**src/rtl/tick_updown_counter_if.sv**
```systemverilog
// Control and status bundle for tick_updown_counter.
// The bus carries level-sensitive controls only: there is no valid/ready
// handshake. Every control is sampled on each rising clock_in edge, and the
// status outputs (counter_out, tick, tc) are registered and stable between
// edges.
interface tick_updown_counter_if #(
  parameter int unsigned WIDTH = 4
);
  logic             enable;
  logic             up_dn;
  logic             sat_mode;
  logic             clear;
  logic             load;
  logic [WIDTH-1:0] load_val;
  logic [WIDTH-1:0] counter_out;
  logic             tick;
  logic             tc;

  modport master (
    output enable, up_dn, sat_mode, clear, load, load_val,
    input  counter_out, tick, tc
  );

  modport slave (
    input  enable, up_dn, sat_mode, clear, load, load_val,
    output counter_out, tick, tc
  );
endinterface

```
**src/rtl/tick_updown_counter.sv**
```systemverilog
// Prescaled up/down counter.
// A prescaler divides clock_in by DIVISOR. Each rollover is a "step", which
// moves the counter up or down by one, wrapping or saturating at 0..MAX_VAL.
// tick pulses in the cycle after every step. tc pulses when a step lands on a
// range boundary. Priority on each edge is clear, then load, then step.
module tick_updown_counter #(
  parameter int unsigned     WIDTH   = 4,
  parameter int unsigned     DIVISOR = 200000000,
  parameter longint unsigned MAX_VAL = (64'd1 << WIDTH) - 64'd1
) (
  input  logic                  clock_in,
  input  logic                  reset_n,
  tick_updown_counter_if.slave  bus
);

  localparam int unsigned      PW         = $clog2(longint'(DIVISOR) + 1);
  localparam logic [PW-1:0]    PRESC_LAST = PW'(DIVISOR - 1);
  localparam logic [WIDTH-1:0] MAX_W      = WIDTH'(MAX_VAL);

  logic [PW-1:0]    presc_q;
  logic [PW-1:0]    presc_d;
  logic [WIDTH-1:0] cnt_q;
  logic [WIDTH-1:0] cnt_d;
  logic [WIDTH-1:0] load_sat;
  logic             step;
  logic             tick_q;
  logic             tick_d;
  logic             tc_q;
  logic             tc_d;

  // Next-state logic for the prescaler, the counter and the two pulses.
  always_comb begin
    step     = bus.enable && (presc_q == PRESC_LAST);
    presc_d  = presc_q;
    cnt_d    = cnt_q;
    tick_d   = 1'b0;
    tc_d     = 1'b0;
    load_sat = (bus.load_val > MAX_W) ? MAX_W : bus.load_val;

    if (bus.enable) begin
      presc_d = step ? '0 : presc_q + PW'(1);
    end

    if (bus.clear) begin
      presc_d = '0;
      cnt_d   = '0;
    end else begin
      // A load still lets the prescaler run, so tick keeps its phase.
      tick_d = step;
      if (bus.load) begin
        cnt_d = load_sat;
      end else if (step) begin
        if (bus.up_dn) begin
          if (cnt_q == MAX_W) begin
            tc_d = 1'b1;
            if (!bus.sat_mode) cnt_d = '0;
          end else begin
            cnt_d = cnt_q + WIDTH'(1);
          end
        end else begin
          if (cnt_q == '0) begin
            tc_d = 1'b1;
            if (!bus.sat_mode) cnt_d = MAX_W;
          end else begin
            cnt_d = cnt_q - WIDTH'(1);
          end
        end
      end
    end
  end

  // State registers with asynchronous active-low reset.
  always_ff @(posedge clock_in or negedge reset_n) begin
    if (!reset_n) begin
      presc_q <= '0;
      cnt_q   <= '0;
      tick_q  <= 1'b0;
      tc_q    <= 1'b0;
    end else begin
      presc_q <= presc_d;
      cnt_q   <= cnt_d;
      tick_q  <= tick_d;
      tc_q    <= tc_d;
    end
  end

  assign bus.counter_out = cnt_q;
  assign bus.tick        = tick_q;
  assign bus.tc          = tc_q;

endmodule

```
**src/flat_wrapper.sv**
```systemverilog
// flat-port wrapper written by rule: the top's interface ports become plain ports
module tick_updown_counter_flat 
#(
  parameter int unsigned     WIDTH   = 4,
  parameter int unsigned     DIVISOR = 200000000,
  parameter longint unsigned MAX_VAL = (64'd1 << WIDTH) - 64'd1
)
  (clock_in, reset_n, bus_enable, bus_up_dn, bus_sat_mode, bus_clear, bus_load, bus_load_val, bus_counter_out, bus_tick, bus_tc);
  tick_updown_counter_if #(.WIDTH(WIDTH)) bus_i ();
  input  logic clock_in;
  input  logic reset_n;
  input wire logic [$bits(bus_i.enable)-1:0] bus_enable;
  input wire logic [$bits(bus_i.up_dn)-1:0] bus_up_dn;
  input wire logic [$bits(bus_i.sat_mode)-1:0] bus_sat_mode;
  input wire logic [$bits(bus_i.clear)-1:0] bus_clear;
  input wire logic [$bits(bus_i.load)-1:0] bus_load;
  input wire logic [$bits(bus_i.load_val)-1:0] bus_load_val;
  output wire logic [$bits(bus_i.counter_out)-1:0] bus_counter_out;
  output wire logic [$bits(bus_i.tick)-1:0] bus_tick;
  output wire logic [$bits(bus_i.tc)-1:0] bus_tc;
  assign bus_i.enable = bus_enable;
  assign bus_i.up_dn = bus_up_dn;
  assign bus_i.sat_mode = bus_sat_mode;
  assign bus_i.clear = bus_clear;
  assign bus_i.load = bus_load;
  assign bus_i.load_val = bus_load_val;
  assign bus_counter_out = bus_i.counter_out;
  assign bus_tick = bus_i.tick;
  assign bus_tc = bus_i.tc;
  tick_updown_counter #(.WIDTH(WIDTH), .DIVISOR(DIVISOR), .MAX_VAL(MAX_VAL)) u_core (.clock_in(clock_in), .reset_n(reset_n), .bus(bus_i));
endmodule
```
**config.mk**
```make
export PLATFORM = sky130hd
export DESIGN_NAME = tick_updown_counter_flat
export DESIGN_NICKNAME = d
export VERILOG_FILES = /design/src/rtl/tick_updown_counter_if.sv /design/src/rtl/tick_updown_counter.sv /design/src/flat_wrapper.sv
export SDC_FILE = /design/constraint.sdc
export NUM_CORES = 1
export LEC_CHECK = 0
export ABC_AREA = 0
export BUFFER_PORTS_ARGS = -buffer_cell sky130_fd_sc_hd__buf_2
export CAP_MARGIN = 20
export CELL_PAD_IN_SITES_DETAIL_PLACEMENT = 1
export CELL_PAD_IN_SITES_GLOBAL_PLACEMENT = 1
export CORE_MARGIN = 2
export CORE_UTILIZATION = 45
export DETAILED_ROUTE_END_ITERATION = 6
export MAX_ROUTING_LAYER = met4
export PLACE_DENSITY = 0.87
export SYNTH_ARGS = -nofsm -noshare
export SYNTH_HDL_FRONTEND = slang
export SYNTH_SLANG_ARGS = --single-unit
```
**constraint.sdc**
```tcl
create_clock -name clock_in -period 2.19 [get_ports clock_in]
set_input_delay 0.219 -clock clock_in [delete_from_list [all_inputs] [get_ports clock_in]]
set_output_delay 0.219 -clock clock_in [all_outputs]
set_load 0.1 [all_outputs]
```
* Word level (Yosys, flattened, before mapping)
Cells that the tools add are included.
** Storage, ports and cells
- Bits in registers :: 34
- Input bits :: 11
- Output and inout bits :: 6
** Operators by class
- Add/sub/neg operators :: 3
- $lt $le $gt $ge :: 1
- Eq/ne operators :: 4
- Muxes and demuxes :: 19
- Reductions and logical operators :: 5
** Operators with widths (number)
- $mux 28 :: 3
- $mux 4 :: 9
- $add 28x1->28 const B :: 1
- $eq 28x28->1 const B :: 1
- $ne 5x5->1 const B :: 2
- $mux 1 :: 7
- $add 4x1->4 const B :: 1
- $eq 4x4->1 const B :: 1
- $gt 4x4->1 const B :: 1
- $logic_not 4->1 :: 1
- $sub 4x1->4 const B :: 1
- $reduce_and 3->1 :: 1
- $reduce_bool 3->1 :: 1
- $reduce_bool 2->1 :: 1
- $logic_and 1x1->1 :: 1

* Logic depth before layout (Yosys ltp)
Gate-level depths: netlist of the first run.
- Depth after elaboration :: 6
- Depth in mapped cells :: 7
- Gate-level depth less buffers :: 7

* Worst setup path after synthesis of the first run
OpenSTA, ideal clock, no wires.
- Path kind :: register -> register
- Start point :: register u_core.cnt_q[0] (netlist: u_core.bus.counter_out[0])
- End point :: register u_core.cnt_q[2] (netlist: u_core.bus.counter_out[2])
- Library setup time :: 0.100 ns
- Arrival :: 2.448 ns
- Data required time :: 2.090 ns
- Setup slack :: -0.357 ns
- Stages on the path, launching flop included :: 8
- Path buffers :: 0
- Path through :: dfrtp_1 inv_1 ha_1 nor4b_1 nor2_1 nor2b_1 or4_1 a311oi_1
** Between the ends
- Longest elaborated chain between the ends :: 6
- Elaborated cells on any way between the ends :: 13
** Ends and longest elaborated chain
- start, declared :: RTL line tick_updown_counter.sv:22 : logic [WIDTH-1:0] cnt_q;
- start signal, assigned :: RTL line tick_updown_counter.sv:81 : cnt_q <= cnt_d;
- $sub 4x1->4 (tied with other cells) :: RTL line tick_updown_counter.sv:65 : cnt_d = cnt_q - WIDTH'(1);
- $mux 4 (on tied branches) :: RTL line tick_updown_counter.sv:61, tick_updown_counter.sv:54
- $mux 4 :: RTL line tick_updown_counter.sv:53 : if (bus.up_dn) begin
- $mux 4 :: RTL line tick_updown_counter.sv:52 : end else if (step) begin
- $mux 4 :: RTL line tick_updown_counter.sv:50 : if (bus.load) begin
- $mux 4 :: RTL line tick_updown_counter.sv:44 : if (bus.clear) begin
Parallel ways exist; a longest one is shown, timed or not. The select of a mux whose other input is x is not followed.
A chain may end at the register's enable or synchronous reset.

* Worst setup path after layout of the first run
- Start point :: register u_core.presc_q[0]
- End point :: register u_core.cnt_q[2] (netlist: u_core.bus.counter_out[2])
** Between the ends
- Longest elaborated chain between the ends :: 4
** Ends and longest elaborated chain
- start, declared :: RTL line tick_updown_counter.sv:20 : logic [PW-1:0] presc_q;
- start signal, assigned :: RTL line tick_updown_counter.sv:80 : presc_q <= presc_d;
- $eq 28x28->1 :: RTL line tick_updown_counter.sv:33 : step = bus.enable && (presc_q == PRESC_LAST);
- $logic_and 1x1->1 :: RTL line tick_updown_counter.sv:33
- $reduce_bool 3->1 (no source line)
- $reduce_and 3->1 (no source line)
No other way between the ends.

==> metrics.md, run 1 <==
| Metric | Value |
|---|---|
| Mapped cell area | `~0.0020 sq mm` |
| Share of layout cells above drive strength 1 | `between 10% and 20%` |
| Kind of critical path | `reg -> reg` |
| Clk_lat worst skew | `a little under 300 ps` |
| Drt drc | `0` |
| Commonest cells after routing, fill and taps aside | `32 x dfrtp_1, 31 x nor2_1, 21 x xor2_1` |
| Initial antenna violation count | `0` |
| Place WS | `roughly 68 ps` |
| Setup crit start kind | `flop` |
| H-tree depth | `2` |
| Fin nets | `250` |
| Initial Util | `between 40% and 50%` |
| Yosys reg bits | `34` |
| Top layer in use | `met3` |
| Synth cell types | `44` |
| Fin crit period | `~2100 ps` |
| PwrDens | `561.2 mW/mm^2` |
| Met1 Routed Length | `approximately 2300 um` |
| Clock tree buffer depth | `2` |
| Status | `completed` |
| Root Driver | `clkbuf_8` |
| Worst setup path endpoint | `u_core.bus.counter_out[2]` |
| Crit path buf inv count | `0` |
| Final antenna-violating net count | `0` |
| FF-to-FF path depth | `6` |
| Slew Limit Headroom | `47.00%` |
| CP Capture Type | `flop` |
| Vias in the first global route | `1749` |
| Final hold violations | `0` |
| Die Span Y | `70.07 um` |
| Synth top area cells | `dfrtp_1 43%, xor2_1 9.4%, nor2_1 5.9%, nand4_1 4.5%, nand3_1 3.3%` |
| Layout area overhead | `13.57%` |
| Core area | `0.004264 sq mm` |
| Slowest stage cell, crit path | `or4_1` |
| Vias per inst | `around 5.9` |
| Syn. warnings | `0` |
| Setup violators final | `0` |
| Syn_nets | `between 200 and 250` |
| Dpl hpwl | `3588 um` |
| Gr usage total | `between 20% and 30%` |
| Hold_buf cts | `0` |
| Largest area contributor in the netlist | `dfrtp_1` |
| Fin crit share | `roughly 96%` |
| # clock sinks | `34` |
| Post-DP Area | `about 0.0021 sq mm` |
| Postcts setup bufs | `0` |
| Die W | `roughly 70 um` |
| Crit path arrival time | `about 2300 ps` |
| Worst path cell trace | `ha_1 > nor4bb_2 > and3_1 > nand4_4 > or4_1 > a311oi_1` |
| Site row count | `24` |
| Maximum vdd ir drop | `between 0.2 and 0.3 mV` |
| Routed WL | `approximately 5100 um` |
| Mapped Cells | `approximately 220` |
| RR Endpoint | `u_core.bus.counter_out[2]` |
| Gr ovfl total | `0` |
| Fmax | `~0.47 GHz` |
| Mean Syn Cell Area | `9.094 sq um` |
| Worst setup path startpoint | `u_core.presc_q[0]` |
| CP peak stage delay | `about 520 ps` |
| R2r startpoint | `u_core.presc_q[0]` |
| Worst hold path type | `in -> async` |
| Commonest non-fill, non-tap cell in the layout | `dfrtp_1` |
| Crit Path Max Fanout | `4` |
| CP Depth | `6` |
| Slack of the critical path | `between 80 and 90 ps` |
| Pwr Total | `roughly 1.3 mW` |
| Antenna Cells | `0` |
| Max Slew Vio Count | `0` |
| Setup_tns | `0 ps` |
| TritonRoute pass-1 iters | `4` |
| I/O Buffers | `16` |
| Routability cong. | `0.9203` |
| Static Leakage | `about 0.96 nW` |
| DRT iter0 DRCs | `between 100 and 150` |
| Io pins | `17` |
| Largest net degree at the start of global routing | `35` |
| Synth top area share | `43.31%` |
| WL per Instance | `around 18 um` |
| DR WL met3 | `roughly 170 um` |
| Die ar. | `roughly 0.005 sq mm` |
| Register-to-register setup slack | `slightly above 80 ps` |
| Total number of vias | `around 1700` |
| Delay-heaviest family, CP | `simple AND/OR/NAND/NOR gates` |
| Seq/Total Area, Yosys | `43.31%` |
| Final instance area | `0.002231 sq mm` |
| Clock skew | `11.11 ps` |
| DR WL met2 | `between 2000 and 3000 um` |
| Clock-pin slew on the worst setup and hold paths | `around 70 ps` |
| Max-Cap Viols | `0` |
| Measured slew at the worst slew-check pin | `a little under 800 ps` |
| Crit path required time | `between 2000 and 2500 ps` |
| Total CTS buffers | `5` |
| CTS tree | `done` |
| First-pass GRT wire length | `8680 um` |
-- timing repair --
item	CTS	global route
gates cloned	0	0
endpoints found under the setup margin	1	2
resized for setup	1	2
-- synth_stat cells --
| library cell | instances |
|---|---|
| a211o_1 | 1 |
| a211oi_1 | 2 |
| a21oi_1 | 10 |
| a311oi_1 | 1 |
| a31o_2 | 1 |
| a31oi_1 | 2 |
| a41o_1 | 1 |
| a41oi_1 | 1 |
| and2_1 | 2 |
| and3_1 | 3 |
| and4_1 | 5 |
| buf_1 | 1 |
| buf_2 | 1 |
| buf_6 | 1 |
| clkbuf_1 | 6 |
| dfrtp_1 | 34 |
| ha_1 | 3 |
| inv_1 | 11 |
| mux2i_1 | 1 |
| nand2_1 | 10 |
| nand2b_1 | 2 |
| nand3_1 | 13 |
| nand3b_1 | 2 |
| nand4_1 | 14 |
| nand4_4 | 1 |
| nor2_1 | 31 |
| nor2_4 | 1 |
| nor2b_1 | 1 |
| nor3_1 | 4 |
| nor3b_1 | 1 |
| nor4_1 | 4 |
| nor4_2 | 1 |
| nor4b_1 | 2 |
| nor4bb_1 | 1 |
| o21a_1 | 3 |
| o21ai_0 | 6 |
| o21bai_1 | 2 |
| o22ai_1 | 1 |
| o31ai_1 | 2 |
| or3_1 | 1 |
| or3b_2 | 1 |
| or4_1 | 3 |
| xnor2_1 | 1 |
| xor2_1 | 21 |
-- where the power goes --
| group | leakage [nW] | switching, mW | total, mW | internal [mW] |
|---|---|---|---|---|
| registers | 0.467 | 0.0152 | 0.653 | 0.638 |
| clock network | 0.0395 | 0.219 | 0.445 | 0.226 |
| logic | 0.451 | 0.110 | 0.154 | 0.0437 |
-- per-stage QoR --
stage / utilization [%] / hold slack (ps) / instances
3_3_place_gp: 50.00 / 337.2 / 281
5_1_grt: 52.32 / 68.55 / 289
4_1_cts: 52.02 / 33.17 / 289
2_1_floorplan: - / -76.59 / 216
6_report: 52.32 / 23.48 / 289
3_5_place_dp: 50.00 / 350.0 / 281
-- worst min-delay path by stage --
stage	slack [ps]	startpoint	to
global placement	340	reset_n	u_core.presc_q[15]
floorplan	-80	reset_n	u_core.bus.counter_out[2]
CTS	30	reset_n	u_core.presc_q[8]
detailed placement	350	reset_n	u_core.presc_q[15]
finish	20	reset_n	u_core.presc_q[8]
global route	70	reset_n	u_core.presc_q[20]
-- sequential cells by signal, indices dropped and copies added, names as in the netlist --
name	count
u_core.presc_q	28
u_core.bus.counter_out	4
u_core.bus.tick	1
u_core.bus.tc	1
-- area by class of cell --
class                           instances  area, sq um
Fill cell                             514         2033
Clock buffer                            8        80.08
Multi-Input combinational cell        162         1049
Tap cell                               52        65.06
Sequential cell                        34        858.3
Inverter                               11        41.29
Timing Repair Buffer                   22        137.6
-- per-layer routing --
| metal | track usage [%] | vias up |
|---|---|---|
| met5 | - | - |
| met4 | 3.846 | 0 |
| met3 | 5.483 | 0 |
| met2 | 37.88 | 31 |
| met1 | 29.75 | 869 |
| li1 | - | 814 |
-- kinds of logic after synthesis --
kind of cell    count (synthesis)  synth area share, %
fa+ha+maj                       3                1.911
xor+xnor                       22                9.809
simple gates                  103                29.43
compound gates                 33                10.76
mux                             1               0.5096
flops                          34                43.31
buf+inv                        20                4.267
(Power assumes the default switching activity.)
==> run 2, diff against run 1 <==
- CORE_UTILIZATION: 45 -> 35
- PLACE_DENSITY: 0.87 -> 0.72
==> run 2 against run 1 <==
Critical path depth did not move. Via count decreased by 0.99%. First-iteration DRC count decreased by 41%. Wire length fell by 1.5%. Combinational power rose by 6%. Fmax up 2.1%. Utilization shrank 8.8 points. Clock power rose by 64%. Clock skew is 4.4 ps lower. Die area is 27% higher. Sequential power barely moved. Critical endpoint unchanged.
==> metrics.md, run 2 (synthesis results as in run 1) <==
| Metric | Value |
|---|---|
| Status | `completed` |
| Fin crit period | `2065 ps (-44.33 ps)` |
| Final antenna-violating net count | `0 (unchanged)` |
| # clock sinks | `34 (unchanged)` |
| Routability cong. | `0.8385 (-8.9%)` |
| Clk_lat worst skew | `290 ps (about the same)` |
| Fin nets | `257 (+2.8%)` |
| Crit path required time | `2380 ps (about the same)` |
| Core area | `0.005473 sq mm (+28%)` |
| Clock-pin slew on the worst setup and hold paths | `70 ps (about the same)` |
| DRT iter0 DRCs | `61 (-41%)` |
| Hold Crit Start | `bus_load_val[2]` |
| Initial antenna violation count | `0 (unchanged)` |
| Fin crit share | `94.27% (-2.0 points)` |
| Post-DP Area | `0.002175 sq mm (+2.0%)` |
| Largest net degree at the start of global routing | `27 (-23%)` |
| Antenna Cells | `0 (unchanged)` |
| Vias per inst | `5.370 (-9.5%)` |
| Gr usage total | `18.77% (-4.3 points)` |
| Static Leakage | `1.020 nW (+6.5%)` |
| Commonest cells after routing, fill and taps aside | `32 x dfrtp_1, 31 x nor2_1, 21 x xor2_1` |
| Measured slew at the worst slew-check pin | `594.3 ps (-200.8 ps)` |
| R2r startpoint | `u_core.bus.counter_out[0]` |
| Maximum vdd ir drop | `0.2989 mV (+3.4%)` |
| Worst hold path type | `in -> reg` |
| Drt drc | `0 (unchanged)` |
| Setup crit start kind | `flop` |
| Layout area overhead | `21.27%` |
| Site row count | `27 (+13%)` |
| Setup_tns | `0 ps (unchanged)` |
| CP Capture Type | `flop` |
| Top reg by flops | `u_core.presc_q` |
| Share of layout cells above drive strength 1 | `19.67% (+4.1 points)` |
| Io pins | `17 (unchanged)` |
| Fmax | `0.4844 GHz (+2.1%)` |
| Vias in the first global route | `1795 (+2.6%)` |
| Max-Cap Viols | `0 (unchanged)` |
| Routed WL | `5010 um (-1.5%)` |
| Crit path arrival time | `2250 ps (-50 ps)` |
| PwrDens | `648.3 mW/mm^2 (+16%)` |
| Max Slew Vio Count | `0 (unchanged)` |
| WL per Instance | `15.85 um (-9.9%)` |
| Kind of critical path | `reg -> reg` |
| Setup violators final | `0 (unchanged)` |
| First-pass GRT wire length | `8769 um (+1.0%)` |
| Root Driver | `clkbuf_8` |
| CTS tree | `done` |
| Clock tree buffer depth | `2 (unchanged)` |
| Die Span Y | `78.92 um (+13%)` |
| Die W | `78.92 um (+13%)` |
| Die ar. | `0.006228 sq mm (+27%)` |
| Max reg flops | `28 (unchanged)` |
| RSZ-0062 raised after global routing | `false` |
| Final hold violations | `0 (unchanged)` |
| I/O Buffers | `16 (unchanged)` |
| TritonRoute pass-1 iters | `4 (unchanged)` |
| H-tree depth | `2 (unchanged)` |
| Final instance area | `0.002382 sq mm (+6.8%)` |
| Commonest non-fill, non-tap cell in the layout | `dfrtp_1` |
| Worst setup path startpoint | `u_core.bus.counter_out[0]` |
| Initial Util | `35.89% (-10 points)` |
| Crit Path Max Fanout | `9 (+5)` |
| Final hold slack | `210.9 ps (+187.4 ps)` |
| Clock skew | `6.722 ps (-4.390 ps)` |
| Total CTS buffers | `5 (unchanged)` |
| Total number of vias | `1697 (-0.99%)` |
| Slew Limit Headroom | `60.38% (+13 points)` |
| Gr ovfl total | `0 (unchanged)` |
| Dpl hpwl | `3613 um (+0.71%)` |
## run 2: cell types whose count changed in the layout (fill, tap and decap cells not counted), sizes merged
cell         previous run  this run
buf                    22        28
bufinv                  0         2
clkbuf                  8         6
dlygate4sd3             0         1
## run 2: what timing repair did
item,CTS,global route
pin swaps,0,0
resized for setup,1,5
setup buffers,0,2
hold endpoints to repair,25,0
setup endpoints to repair,1,4
hold buffers,1,0
## run 2: per-stage QoR
stage / util, % / instances / power [mW] / worst slack, ps
3_3_place_gp: 39.73 / 305 / 0.8208 / 92.67
2_1_floorplan: - / 216 / 0.7638 / 7.362
4_1_cts: 42.64 / 314 / 1.559 / 28.14
6_report: 43.53 / 316 / 1.544 / 125.5
5_1_grt: 43.53 / 316 / 1.603 / 10.57
3_5_place_dp: 39.73 / 305 / 0.8218 / 2.240
## run 2: layout make-up
| type | instances | area (sq um) |
|---|---|---|
| flip-flops and latches | 34 | 858.3 |
| clock inverters | 2 | 60.06 |
| inverters | 11 | 41.29 |
| repair buffers | 29 | 180.2 |
| clock buffers | 6 | 82.58 |
| multi-input cells | 162 | 1070 |
| fillers | 645 | 3090 |
| well taps | 72 | 90.09 |
## run 2: final timing paths
| kind | cells after the start | slack [ps] | end |
|---|---|---|---|
| min in group asynchronous | 2 | 470 | u_core.presc_q[25] |
| hold / removal | 3 | 210 | u_core.bus.counter_out[2] |
| max in group asynchronous | 3 | 1160 | u_core.presc_q[12] |
| setup reg to reg | 6 | 130 | u_core.bus.counter_out[2] |
| hold reg to reg | 2 | 560 | u_core.presc_q[1] |
| setup / recovery | 6 | 130 | u_core.bus.counter_out[2] |
## run 2: critical path, cell delays in order (launching register included)
cell and delay, ps:
dfrtp_4 520, ha_1 270, and4_1 220, nor2_1 160, nor2b_1 80, or4_1 470, a311oi_1 260
## run 2: layer usage
metal,global-route usage (%),vias up,share of wire [%]
met5,-,-,0
met4,5.690,0,1.2
met3,3.636,5,3.1
met2,31.54,22,50
met1,23.10,844,46
li1,-,826,-
## run 2: power breakdown
part	internal [mW]	switching (mW)	total, mW
clock network	0.486	0.244	0.730
registers	0.637	0.0141	0.651
logic	0.0515	0.112	0.163
==> run 3, diff against run 2 <==
--- a/config.mk
+++ b/config.mk
@@ -11,5 +11,5 @@
 export CELL_PAD_IN_SITES_DETAIL_PLACEMENT = 1
 export CELL_PAD_IN_SITES_GLOBAL_PLACEMENT = 1
-export CORE_MARGIN = 2
+export CORE_MARGIN = 8
 export CORE_UTILIZATION = 35
 export DETAILED_ROUTE_END_ITERATION = 6
==> constraint.sdc (replaced) <==
create_clock -name clock_in -period 2.19 [get_ports clock_in]
set_input_delay 0.1095 -clock clock_in [delete_from_list [all_inputs] [get_ports clock_in]]
set_output_delay 0.1095 -clock clock_in [all_outputs]
set_load 0.1 [all_outputs]
==> run 3 against run 2 <==
Utilization down 1.9 points. Sequential share of layout area up 1.7 points. Fmax up 0.43%. Worst hold slack worse by 110 ps. Critical path type unchanged. Largest power group is now sequential cells.
==> metrics.md, run 3 (synthesis results as in run 1) <==
| Metric | Value |
|---|---|
| Status | `completed` |
| Gr ovfl total | `0 (unchanged)` |
| Io pins | `17 (unchanged)` |
| RSZ-0062 raised after global routing | `false` |
| Crit path arrival time | `2250 ps (about the same)` |
| Commonest non-fill, non-tap cell in the layout | `dfrtp_1` |
| Post-DP Area | `0.002160 sq mm (-0.69%)` |
| Vias in the first global route | `1856 (+3.4%)` |
| Crit Path Max Fanout | `9 (unchanged)` |
| Slowest stage cell, crit path | `dfrtp_4` |
| Delay-heaviest family, CP | `simple AND/OR/NAND/NOR gates` |
| Routability cong. | `0.8045 (-4.1%)` |
| Static Leakage | `0.9773 nW (-4.1%)` |
| Total number of vias | `1669 (-1.6%)` |
| Total CTS buffers | `5 (unchanged)` |
| Setup crit start kind | `flop` |
| Top reg by flops | `u_core.presc_q` |
| Max reg flops | `28 (unchanged)` |
| Die W | `90.92 um (+15%)` |
| Register area | `858.3 sq um (unchanged)` |
| Crit path required time | `2390 ps (about the same)` |
| CP Capture Type | `flop` |
| I/O Buffers | `16 (unchanged)` |
| Dpl hpwl | `3581 um (-0.88%)` |
| Final hold violations | `0 (unchanged)` |
| Antenna Cells | `0 (unchanged)` |
| Site row count | `27 (unchanged)` |
| Clock skew | `8.328 ps (+1.606 ps)` |
| Initial antenna violation count | `0 (unchanged)` |
| Drt drc | `0 (unchanged)` |
| Initial Util | `35.89% (unchanged)` |
| # clock sinks | `34 (unchanged)` |
| Kind of critical path | `reg -> reg` |
| Fillers | `666 (+3.3%)` |
| Fin crit period | `2056 ps (-8.809 ps)` |
| Largest net degree at the start of global routing | `35 (+30%)` |
| Max-Cap Viols | `0 (unchanged)` |
| Crit path buf inv count | `0 (unchanged)` |
| Max Slew Vio Count | `0 (unchanged)` |
| Layout area overhead | `15.86%` |
| Die Span Y | `90.92 um (+15%)` |
| CP peak stage delay | `520 ps (about the same)` |
| Share of layout cells above drive strength 1 | `17.08% (-2.6 points)` |
| Setup violators final | `0 (unchanged)` |
| WL per Instance | `15.76 um (-0.62%)` |
| Worst path cell trace | `ha_1 > and4_1 > nor2_2 > nor2b_1 > or4_1 > a311oi_1` |
| Clock tree buffer depth | `2 (unchanged)` |
| TritonRoute pass-1 iters | `4 (unchanged)` |
| Final instance area | `0.002276 sq mm (-4.5%)` |
| Final Util | `41.59% (-1.9 points)` |
| Root Driver | `clkbuf_8` |
| Fin crit share | `93.87% (-0.40 points)` |
| Area occupied by multi-input gates | `0.001045 sq mm (-2.3%)` |
| Final hold slack | `98.72 ps (-112.1 ps)` |
| Clk_lat worst skew | `290 ps (about the same)` |
| Final non-filler cell total | `312 (-1.3%)` |
| DRT iter0 DRCs | `35 (-43%)` |
| Slew Limit Headroom | `47.59% (-13 points)` |
| Worst hold path type | `in -> reg` |
| Register-to-register setup slack | `130 ps (about the same)` |
| Die ar. | `0.008266 sq mm (+33%)` |
| CTS tree | `done` |
| Gr usage total | `13.10% (-5.7 points)` |
| DP Cell Count | `303 (-0.66%)` |
| H-tree depth | `2 (unchanged)` |
| Measured slew at the worst slew-check pin | `786.2 ps (+191.9 ps)` |
| Final antenna-violating net count | `0 (unchanged)` |
| PwrDens | `569.6 mW/mm^2 (-12%)` |
| First-pass GRT wire length | `8749 um (-0.23%)` |
| Commonest cells after routing, fill and taps aside | `32 x dfrtp_1, 30 x nor2_1, 21 x xor2_1` |
| Setup_tns | `0 ps (unchanged)` |
| Maximum vdd ir drop | `0.3172 mV (+6.1%)` |
| Postcts setup bufs | `0 (unchanged)` |
| Routed WL | `4916 um (-1.9%)` |
| Vias per inst | `5.349 (-0.39%)` |
| Clock-pin slew on the worst setup and hold paths | `70 ps (about the same)` |
| Core area | `0.005473 sq mm (unchanged)` |
| Fmax | `0.4864 GHz (+0.43%)` |
| Fin nets | `253 (-1.6%)` |
==> run 3: timing repair <==
item                                   4_1_cts  5_1_grt
endpoints found under the hold margin       34        0
gates resized for setup                      0        3
setup endpoints to repair                    0        3
hold buffers                                 1        0
==> run 3: area by class of cell <==
| class | count | area share (%) |
|---|---|---|
| Tap cell | 72 | 3.958 |
| Clock inverter | 1 | 0.2199 |
| Multi-Input combinational cell | 162 | 45.90 |
| Sequential cell | 34 | 37.71 |
| Timing Repair Buffer | 25 | 6.597 |
| Inverter | 11 | 1.814 |
| Clock buffer | 7 | 3.793 |
==> run 3: through the flow <==
stage               power, mW  setup WS (ps)
floorplan              0.7638          7.362
global placement       0.8183          149.3
detailed placement     0.8194          102.0
finish                  1.296          134.3
CTS                     1.316          78.92
global route            1.352          31.40
==> run 3: tightest hold or removal path, cell delays in order <==
cell      delay, ps
buf_2            90
nor2_1           90
a311oi_1         50
==> run 3: worst paths after layout <==
| path | startpoint | endpoint | cells past startpoint |
|---|---|---|---|
| max | u_core.bus.counter_out[0] | u_core.bus.counter_out[2] | 6 |
| min in group asynchronous | reset_n | u_core.presc_q[3] | 2 |
| max reg2reg | u_core.bus.counter_out[0] | u_core.bus.counter_out[2] | 6 |
| max in group asynchronous | reset_n | u_core.bus.counter_out[1] | 2 |
| min reg2reg | u_core.presc_q[27] | u_core.presc_q[27] | 2 |
| min | bus_load_val[2] | u_core.bus.counter_out[2] | 3 |
==> run 3: metal layers <==
layer  GRT usage [%]  wire (um)  up-vias
li1                -          -      824
met4           5.184         64        0
met5               -          0        -
met1           15.65       2320      820
met3           3.574        178        7
met2           20.46       2352       18
==> run 3: power breakdown <==
part | leakage (nW) | switching (mW) | internal (mW) | total, mW
registers | 0.467 | 0.0148 | 0.638 | 0.652
clock network | 0.0482 | 0.234 | 0.254 | 0.488
logic | 0.462 | 0.110 | 0.0462 | 0.156
